$ cat config.mk
export PLATFORM = sky130hd
export DESIGN_NAME = instr_stage_sequencer_flat
export DESIGN_NICKNAME = d
export VERILOG_FILES = /design/src/rtl/mips_pkg.sv /design/src/rtl/instr_stage_sequencer_if.sv /design/src/rtl/seq_perf_counters.sv /design/src/rtl/instr_stage_sequencer.sv /design/src/flat_wrapper.sv
export SDC_FILE = /design/constraint.sdc
export NUM_CORES = 1
export LEC_CHECK = 0
export CAP_MARGIN = 20
export CORE_AREA = 4 4 61 63
export CTS_CLUSTER_SIZE = 30
export DETAILED_ROUTE_END_ITERATION = 6
export DIE_AREA = 0 0 65 67
export PLACE_DENSITY = 0.91
export SYNTH_ARGS = -nofsm -noshare
export SYNTH_HDL_FRONTEND = slang
export SYNTH_HIERARCHICAL = 1
export SYNTH_SLANG_ARGS = --single-unit
$ cat constraint.sdc
create_clock -name clk -period 4.3 [get_ports clk]
set_clock_uncertainty 0.1 [all_clocks]
set_input_delay 1.075 -clock clk [delete_from_list [all_inputs] [get_ports clk]]
set_output_delay 1.075 -clock clk [all_outputs]
set_load 0.03 [all_outputs]
$ cat src/rtl/mips_pkg.sv
// Shared encodings for the multi-cycle core: sequencer states, opcode map,
// latched decoder controls and the sequencer's registered output bundle.
package mips_pkg;

  typedef enum logic [2:0] {
    S_IDLE   = 3'd0,
    S_FETCH  = 3'd1,
    S_DECODE = 3'd2,
    S_EXEC   = 3'd3,
    S_MEM    = 3'd4,
    S_WB     = 3'd5
  } seq_state_t;

  localparam logic [4:0] OP_AND    = 5'b00000;
  localparam logic [4:0] OP_OR     = 5'b00001;
  localparam logic [4:0] OP_SUB    = 5'b00010;
  localparam logic [4:0] OP_ADD    = 5'b00011;
  localparam logic [4:0] OP_XOR    = 5'b00100;
  localparam logic [4:0] OP_CMP    = 5'b00101;
  localparam logic [4:0] OP_MOV    = 5'b00110;
  localparam logic [4:0] OP_ADDI   = 5'b00111;
  localparam logic [4:0] OP_SUBI   = 5'b01000;
  localparam logic [4:0] OP_LW     = 5'b01001;
  localparam logic [4:0] OP_SW     = 5'b01010;
  localparam logic [4:0] OP_BEQ    = 5'b01011;
  localparam logic [4:0] OP_J      = 5'b01100;
  localparam logic [4:0] OP_JR     = 5'b01101;
  localparam logic [4:0] OP_ANDI   = 5'b01110;
  localparam logic [4:0] OP_ORI    = 5'b01111;
  localparam logic [4:0] OP_SUBISF = 5'b10000;
  localparam logic [4:0] OP_MAX    = OP_SUBISF;

  // Decoder levels captured in DECODE; EXEC rewrites the flags the decoder predicates on.
  typedef struct packed {
    logic reg_wr;
    logic mem_rd;
    logic mem_wr;
    logic sf_en;
  } ctl_lat_t;

  typedef struct packed {
    logic busy;
    logic imem_req;
    logic dmem_req;
    logic dmem_rw;
    logic flag_we;
    logic rf_we;
    logic pc_we;
  } seq_out_t;

  function automatic logic is_mem(input ctl_lat_t c);
    return c.mem_rd | c.mem_wr;
  endfunction

endpackage

$ cat src/rtl/instr_stage_sequencer_if.sv
// Instruction- and data-memory handshake bundle between the sequencer
// (master) and the memory subsystem (slave).
interface instr_stage_sequencer_if;
  logic imem_req;
  logic imem_ack;
  logic dmem_req;
  logic dmem_rw;
  logic dmem_ack;

  modport master (output imem_req, dmem_req, dmem_rw, input imem_ack, dmem_ack);
  modport slave  (input imem_req, dmem_req, dmem_rw, output imem_ack, dmem_ack);
endinterface

$ cat src/rtl/seq_perf_counters.sv
// Retired-instruction and memory-stall counters; the module only exists when
// SEQ_PERF_CNT_EN is defined, so the default build carries no counter flops.
`ifdef SEQ_PERF_CNT_EN
module seq_perf_counters #(
  parameter int CNT_W = 32
) (
  input  logic             clk,
  input  logic             reset_n,
  input  logic             retire_i,
  input  logic             stall_i,
  output logic [CNT_W-1:0] retired_cnt_o,
  output logic [CNT_W-1:0] stall_cnt_o
);

  logic [CNT_W-1:0] retired_q, stall_q;

  // Both counters wrap modulo 2^CNT_W.
  always_ff @(posedge clk) begin
    if (!reset_n) begin
      retired_q <= '0;
      stall_q   <= '0;
    end else begin
      if (retire_i) retired_q <= retired_q + CNT_W'(1);
      if (stall_i)  stall_q   <= stall_q + CNT_W'(1);
    end
  end

  assign retired_cnt_o = retired_q;
  assign stall_cnt_o   = stall_q;

endmodule
`endif

$ cat src/rtl/instr_stage_sequencer.sv
// FETCH/DECODE/EXEC/MEM/WB sequencer turning decoder levels into one-cycle strobes.
// Build option SEQ_PERF_CNT_EN enables the retired/stall counters; otherwise they read 0.
module instr_stage_sequencer
  import mips_pkg::*;
#(
  parameter int OPCODE_W = 5,
  parameter int CNT_W    = 32
) (
  input  logic                    clk,
  input  logic                    reset_n,
  input  logic                    run,
  input  logic [OPCODE_W-1:0]     opcode,
  input  logic                    cu_reg_wr,
  input  logic                    cu_mem_rd,
  input  logic                    cu_mem_wr,
  input  logic                    cu_sf_en,
  instr_stage_sequencer_if.master mem_if,
  output logic                    ir_we,
  output logic                    mdr_we,
  output logic                    flag_we,
  output logic                    rf_we,
  output logic                    pc_we,
  output logic                    illegal_op,
  output logic                    busy,
  output logic [CNT_W-1:0]        retired_cnt,
  output logic [CNT_W-1:0]        stall_cnt
);

  seq_state_t state_q, state_d, instr_end;
  ctl_lat_t   lat_q, lat_d;
  seq_out_t   out_q, out_d;
  logic       op_illegal, fetch_ack, mem_ack;

  assign instr_end  = run ? S_FETCH : S_IDLE;
  assign op_illegal = (state_q == S_DECODE) && (opcode > OPCODE_W'(OP_MAX));
  assign fetch_ack  = (state_q == S_FETCH) && mem_if.imem_ack;
  assign mem_ack    = (state_q == S_MEM) && mem_if.dmem_ack;

  // NOTE: every variable gets a default first so no path leaves it unassigned (no latches).
  always_comb begin
    state_d = state_q;
    lat_d   = lat_q;
    case (state_q)
      S_IDLE:   if (run) state_d = S_FETCH;
      S_FETCH:  if (mem_if.imem_ack) state_d = S_DECODE;
      S_DECODE: begin
        lat_d   = '{reg_wr: cu_reg_wr, mem_rd: cu_mem_rd, mem_wr: cu_mem_wr, sf_en: cu_sf_en};
        state_d = op_illegal ? instr_end : S_EXEC;
      end
      S_EXEC: begin
        if (is_mem(lat_q))     state_d = S_MEM;
        else if (lat_q.reg_wr) state_d = S_WB;
        else                   state_d = instr_end;
      end
      S_MEM:    if (mem_if.dmem_ack) state_d = lat_q.mem_wr ? instr_end : S_WB;
      S_WB:     state_d = instr_end;
      default:  state_d = S_IDLE;
    endcase
  end

  // Outputs that depend only on the state being entered are registered with it.
  always_comb begin
    out_d          = '0;
    out_d.busy     = (state_d != S_IDLE);
    out_d.imem_req = (state_d == S_FETCH);
    out_d.dmem_req = (state_d == S_MEM);
    out_d.dmem_rw  = (state_d == S_MEM) && lat_d.mem_wr;
    out_d.flag_we  = (state_d == S_EXEC) && lat_d.sf_en;
    out_d.rf_we    = (state_d == S_WB) && lat_d.reg_wr;
    out_d.pc_we    = (state_d == S_WB) ||
                     ((state_d == S_EXEC) && !is_mem(lat_d) && !lat_d.reg_wr);
  end

  // NOTE: synchronous reset, and non-blocking updates so every flop samples pre-edge values.
  always_ff @(posedge clk) begin
    if (!reset_n) begin
      state_q <= S_IDLE;
      lat_q   <= '0;
      out_q   <= '0;
    end else begin
      state_q <= state_d;
      lat_q   <= lat_d;
      out_q   <= out_d;
    end
  end

  assign mem_if.imem_req = out_q.imem_req;
  assign mem_if.dmem_req = out_q.dmem_req;
  assign mem_if.dmem_rw  = out_q.dmem_rw;
  assign busy            = out_q.busy;
  assign flag_we         = out_q.flag_we;
  assign rf_we           = out_q.rf_we;

  // Ack- and opcode-qualified strobes fire in the same cycle; reset suppresses them.
  assign ir_we      = fetch_ack && reset_n;
  assign mdr_we     = mem_ack && !lat_q.mem_wr && reset_n;
  assign illegal_op = op_illegal && reset_n;
  assign pc_we      = out_q.pc_we || (reset_n && ((mem_ack && lat_q.mem_wr) || op_illegal));

`ifdef SEQ_PERF_CNT_EN
  logic stall_cyc;
  assign stall_cyc = ((state_q == S_FETCH) && !mem_if.imem_ack) ||
                     ((state_q == S_MEM) && !mem_if.dmem_ack);

  seq_perf_counters #(.CNT_W(CNT_W)) u_perf (
    .clk           (clk),
    .reset_n       (reset_n),
    .retire_i      (pc_we),
    .stall_i       (stall_cyc),
    .retired_cnt_o (retired_cnt),
    .stall_cnt_o   (stall_cnt)
  );
`else
  assign retired_cnt = '0;
  assign stall_cnt   = '0;
`endif

endmodule

$ cat src/flat_wrapper.sv
// flat-port wrapper written by rule: the top's interface ports become plain ports
module instr_stage_sequencer_flat import mips_pkg::*;
#(
  parameter int OPCODE_W = 5,
  parameter int CNT_W    = 32
)
  (clk, reset_n, run, opcode, cu_reg_wr, cu_mem_rd, cu_mem_wr, cu_sf_en, ir_we, mdr_we, flag_we, rf_we, pc_we, illegal_op, busy, retired_cnt, stall_cnt, mem_if_imem_req, mem_if_dmem_req, mem_if_dmem_rw, mem_if_imem_ack, mem_if_dmem_ack);
  instr_stage_sequencer_if mem_if_i ();
  input  logic clk;
  input  logic reset_n;
  input  logic run;
  input  logic [OPCODE_W-1:0] opcode;
  input  logic cu_reg_wr;
  input  logic cu_mem_rd;
  input  logic cu_mem_wr;
  input  logic cu_sf_en;
  output logic ir_we;
  output logic mdr_we;
  output logic flag_we;
  output logic rf_we;
  output logic pc_we;
  output logic illegal_op;
  output logic busy;
  output logic [CNT_W-1:0] retired_cnt;
  output logic [CNT_W-1:0] stall_cnt;
  output wire logic [$bits(mem_if_i.imem_req)-1:0] mem_if_imem_req;
  output wire logic [$bits(mem_if_i.dmem_req)-1:0] mem_if_dmem_req;
  output wire logic [$bits(mem_if_i.dmem_rw)-1:0] mem_if_dmem_rw;
  input wire logic [$bits(mem_if_i.imem_ack)-1:0] mem_if_imem_ack;
  input wire logic [$bits(mem_if_i.dmem_ack)-1:0] mem_if_dmem_ack;
  assign mem_if_imem_req = mem_if_i.imem_req;
  assign mem_if_dmem_req = mem_if_i.dmem_req;
  assign mem_if_dmem_rw = mem_if_i.dmem_rw;
  assign mem_if_i.imem_ack = mem_if_imem_ack;
  assign mem_if_i.dmem_ack = mem_if_dmem_ack;
  instr_stage_sequencer #(.OPCODE_W(OPCODE_W), .CNT_W(CNT_W)) u_core (.clk(clk), .reset_n(reset_n), .run(run), .opcode(opcode), .cu_reg_wr(cu_reg_wr), .cu_mem_rd(cu_mem_rd), .cu_mem_wr(cu_mem_wr), .cu_sf_en(cu_sf_en), .mem_if(mem_if_i), .ir_we(ir_we), .mdr_we(mdr_we), .flag_we(flag_we), .rf_we(rf_we), .pc_we(pc_we), .illegal_op(illegal_op), .busy(busy), .retired_cnt(retired_cnt), .stall_cnt(stall_cnt));
endmodule
==> summary.md <==
| Metric | Value |
|---|---|
| R2r startpoint | u_core/state_q[1] |
| Crit. End Element | output port |
| RSZ-0062 raised after global routing | no |
| Vias/cell | around 3.6 |
| Initial DRC Count | 23 |
| Worst slack, placed | between 0.2 and 0.25 ns |
| P per Cell Area | 296.0 nW/um^2 |
| Crit-path cells | clkdlybuf4s50_1 > nor4_1 > nand2b_1 > nor2_1 > a311o_1 > clkdlybuf4s50_1 |
| Most common cell after layout, fill and taps aside | conb_1 |
| Peak Freq | around 240 MHz |
| Fin nets | 172 |
| Setup-failing EPs final | 0 |
| Mapped cell area | 1109 sq um |
| Avg Inst Size Synth | about 8.5 sq um |
| Post-Synthesis Cells | 130 |
| Die Wd | 65 um |
| CP top delay family | buffers and inverters |
| CP max FO | 2 |
| Max Slew Vio Count | 0 |
| TritonCTS clock tree | built |
| Initial Util | 0.3430 |
| Largest net degree at the start of global routing | 14 |
| Total Power | ~0.36 mW |
| Placer Congestion | just under 0.8 |
| Final wirelength | around 1900 um |
| RR Endpoint | u_core/mem_if.dmem_rw |
| Max H-tree Level | 1 |
| Crit path top cell by count | clkdlybuf4s50_1 |
| CTS Hold Bufs | 0 |
| Drt drc | 0 |
| Area grow syn2layout | 8.239% |
| DRT Pass-1 Iters | 4 |
| Clock buffer depth | 2 |
| Startpoint Class | input port |
| Initial antenna violation count | 0 |
| Core ar. | 3232 sq um |
| CP peak stage delay | a little under 0.6 ns |
| Reg clk slew, reported paths | 0.08 ns |
| Num Clock Sinks | 14 |
| WP data required | between 3 and 4 ns |
| Worst setup path startpoint | opcode[0] |
| Crit path capture | pc_we |
| Final setup margin | just over 0.2 ns |
| Synth Warn # | 6 |
| FP Rows | 21 |
| Worst-Skew Late Latency | between 0.2 and 0.3 ns |
| R2r setup slk | between 2 and 3 ns |
| Post-route antenna net violation count | 0 |
| Io pins | 88 |
| R2r worst-path depth | 4 |
| Most frequent cells in the layout | conb_1, clkdlybuf4s50_1, dfxtp_1, nor2b_1 |
| Total grt overflow | 0 |
| Worst Path Buf+Inv | 2 |
| Number of hold violations in the final report | 0 |
| GRT Resource Usage Total | 0.08082 |
| Diode count | 0 |
| Slowest cell on the critical path | clkdlybuf4s50_1 |
| Die Area | about 4400 sq um |
| First-pass GRT wire length | 2746 um |
| # Post-CTS Setup Buffers | 0 |
| Kind of critical path | input port to output port |
| Static Leak | around 0.56 nW |
| Hpwl dp | 1621 um |
| Critical Path AT | roughly 2.9 ns |
| I/O Buffers | 23 |
| Hold WC Path Type | flip-flop to flip-flop |
| Via count | ~730 |
| Chip height | ~67 um |
| Setup TNS Final | 0 ns |
| # fillers | approximately 330 |
| Post-CTS sizing | 0 |
| Root buffer cell | clkbuf_4 |
| DR WL/cell | ~9.4 um |
| Number of buffers created by CTS | 3 |
| WP depth | 6 |
| Min Tclk post-route | about 4.1 ns |
| Synth Register Bits | 14 |
| IR drop worst, VDD | approximately 0.071 mV |
| Synth cell types | 28 |
| Sequential-to-total area share from yosys stat | 0.2528 |
| Non-Filler Instances | ~200 |
| Outcome | finished, final reports clean |
| Vias in the first global route | between 600 and 700 |
| MaxCap Viol Count | 0 |
| Share of cells above drive strength 1 | 0.07006 |
| Placed Instances | 199 |
| Final worst path period share | 0.9524 |
==> synth_stat cells, drive strengths merged <==
| library cell | number | share of area |
|---|---|---|
| buf | 64 | 0.43 |
| dfxtp | 14 | 0.25 |
| nor2b | 8 | 0.047 |
| and3 | 4 | 0.023 |
| nand2 | 4 | 0.014 |
| nand2b | 4 | 0.023 |
| nor2 | 4 | 0.014 |
| a21oi | 3 | 0.014 |
| mux2i | 3 | 0.027 |
| and3b | 2 | 0.016 |
| inv | 2 | 0.0068 |
| nor3b | 2 | 0.028 |
| nor4 | 2 | 0.011 |
| o21ai | 2 | 0.0090 |
| a21boi | 1 | 0.0068 |
| a311o | 1 | 0.0090 |
| a31oi | 1 | 0.0056 |
| and2 | 1 | 0.0056 |
| clkbuf | 1 | 0.0034 |
| conb | 1 | 0.0034 |
| nand3 | 1 | 0.0045 |
| nor3 | 1 | 0.0090 |
| o2111a | 1 | 0.011 |
| o2111ai | 1 | 0.0079 |
| o2bb2ai | 1 | 0.0079 |
| o311ai | 1 | 0.0079 |
==> stage by stage <==
stage	utilization	hold slack (ns)	area, sq um
after global routing	0.3713	0.4835	1200
after CTS	0.3713	0.4417	1200
after global placement	0.3600	0.4003	1164
final	0.3713	0.4420	1200
after detailed placement	0.3600	0.4270	1164
after floorplan	-	0.3864	1345
==> state kept, by name, indices dropped and copies added (netlist names) <==
name / count
u_core/mem_if.dmem_rw: 1
u_core/lat_q: 4
u_core/out_q: 1
u_core/mem_if.imem_req: 1
u_core/state_q: 3
u_core/flag_we: 1
u_core/rf_we: 1
u_core/mem_if.dmem_req: 1
u_core/busy: 1
==> worst min path at each step <==
stage               slack (ns)  depth (start not counted)               to            start
global placement          0.40                          2  u_core/lat_q[0]  u_core/lat_q[0]
detailed placement        0.43                          2  u_core/lat_q[0]  u_core/lat_q[0]
global route              0.48                          2  u_core/lat_q[0]  u_core/lat_q[0]
finish                    0.44                          2  u_core/lat_q[2]  u_core/lat_q[2]
floorplan                 0.39                          2  u_core/lat_q[0]  u_core/lat_q[0]
CTS                       0.44                          2  u_core/lat_q[2]  u_core/lat_q[2]
==> cell type report <==
| class | instances | area (sq um) | area share |
|---|---|---|---|
| clock buffer | 4 | 36.28 | 0.03024 |
| inverter | 2 | 7.507 | 0.006257 |
| multi-input combinational | 112 | 573.1 | 0.4776 |
| sequential | 14 | 280.3 | 0.2336 |
| tap | 46 | 57.56 | 0.04797 |
| timing repair buffer | 25 | 245.2 | 0.2044 |
==> logic make-up after synthesis <==
family / Yosys count / share of synthesized area
AO/OA/AOI/OAI: 12 / 0.07901
buffers and inverters: 67 / 0.4436
flip-flops: 14 / 0.2528
multiplexers: 3 / 0.02709
other: 1 / 0.003383
AND/OR/NAND/NOR: 33 / 0.1941
==> worst reg2reg max path, cell delays in order (launching register included) <==
cell and delay (ns):
dfxtp_1 0.41, nor3b_4 0.46, o21ai_0 0.18, o2111a_2 0.21, nor3b_2 0.17
==> report_power, final <==
group / switching [mW] / internal, mW
clock: 0.0417 / 0.0514
combinational: 0.0966 / 0.0273
sequential: 0.00374 / 0.134
==> routing by layer <==
metal  vias up  GRT usage  share of wire
met5         -          0              0
met4         0    0.07124          0.024
met3         4    0.01855           0.15
met2        50     0.1379           0.48
met1       323    0.08249           0.34
li1        354          -              -
No activity file was read; power rests on OpenSTA's default activity.
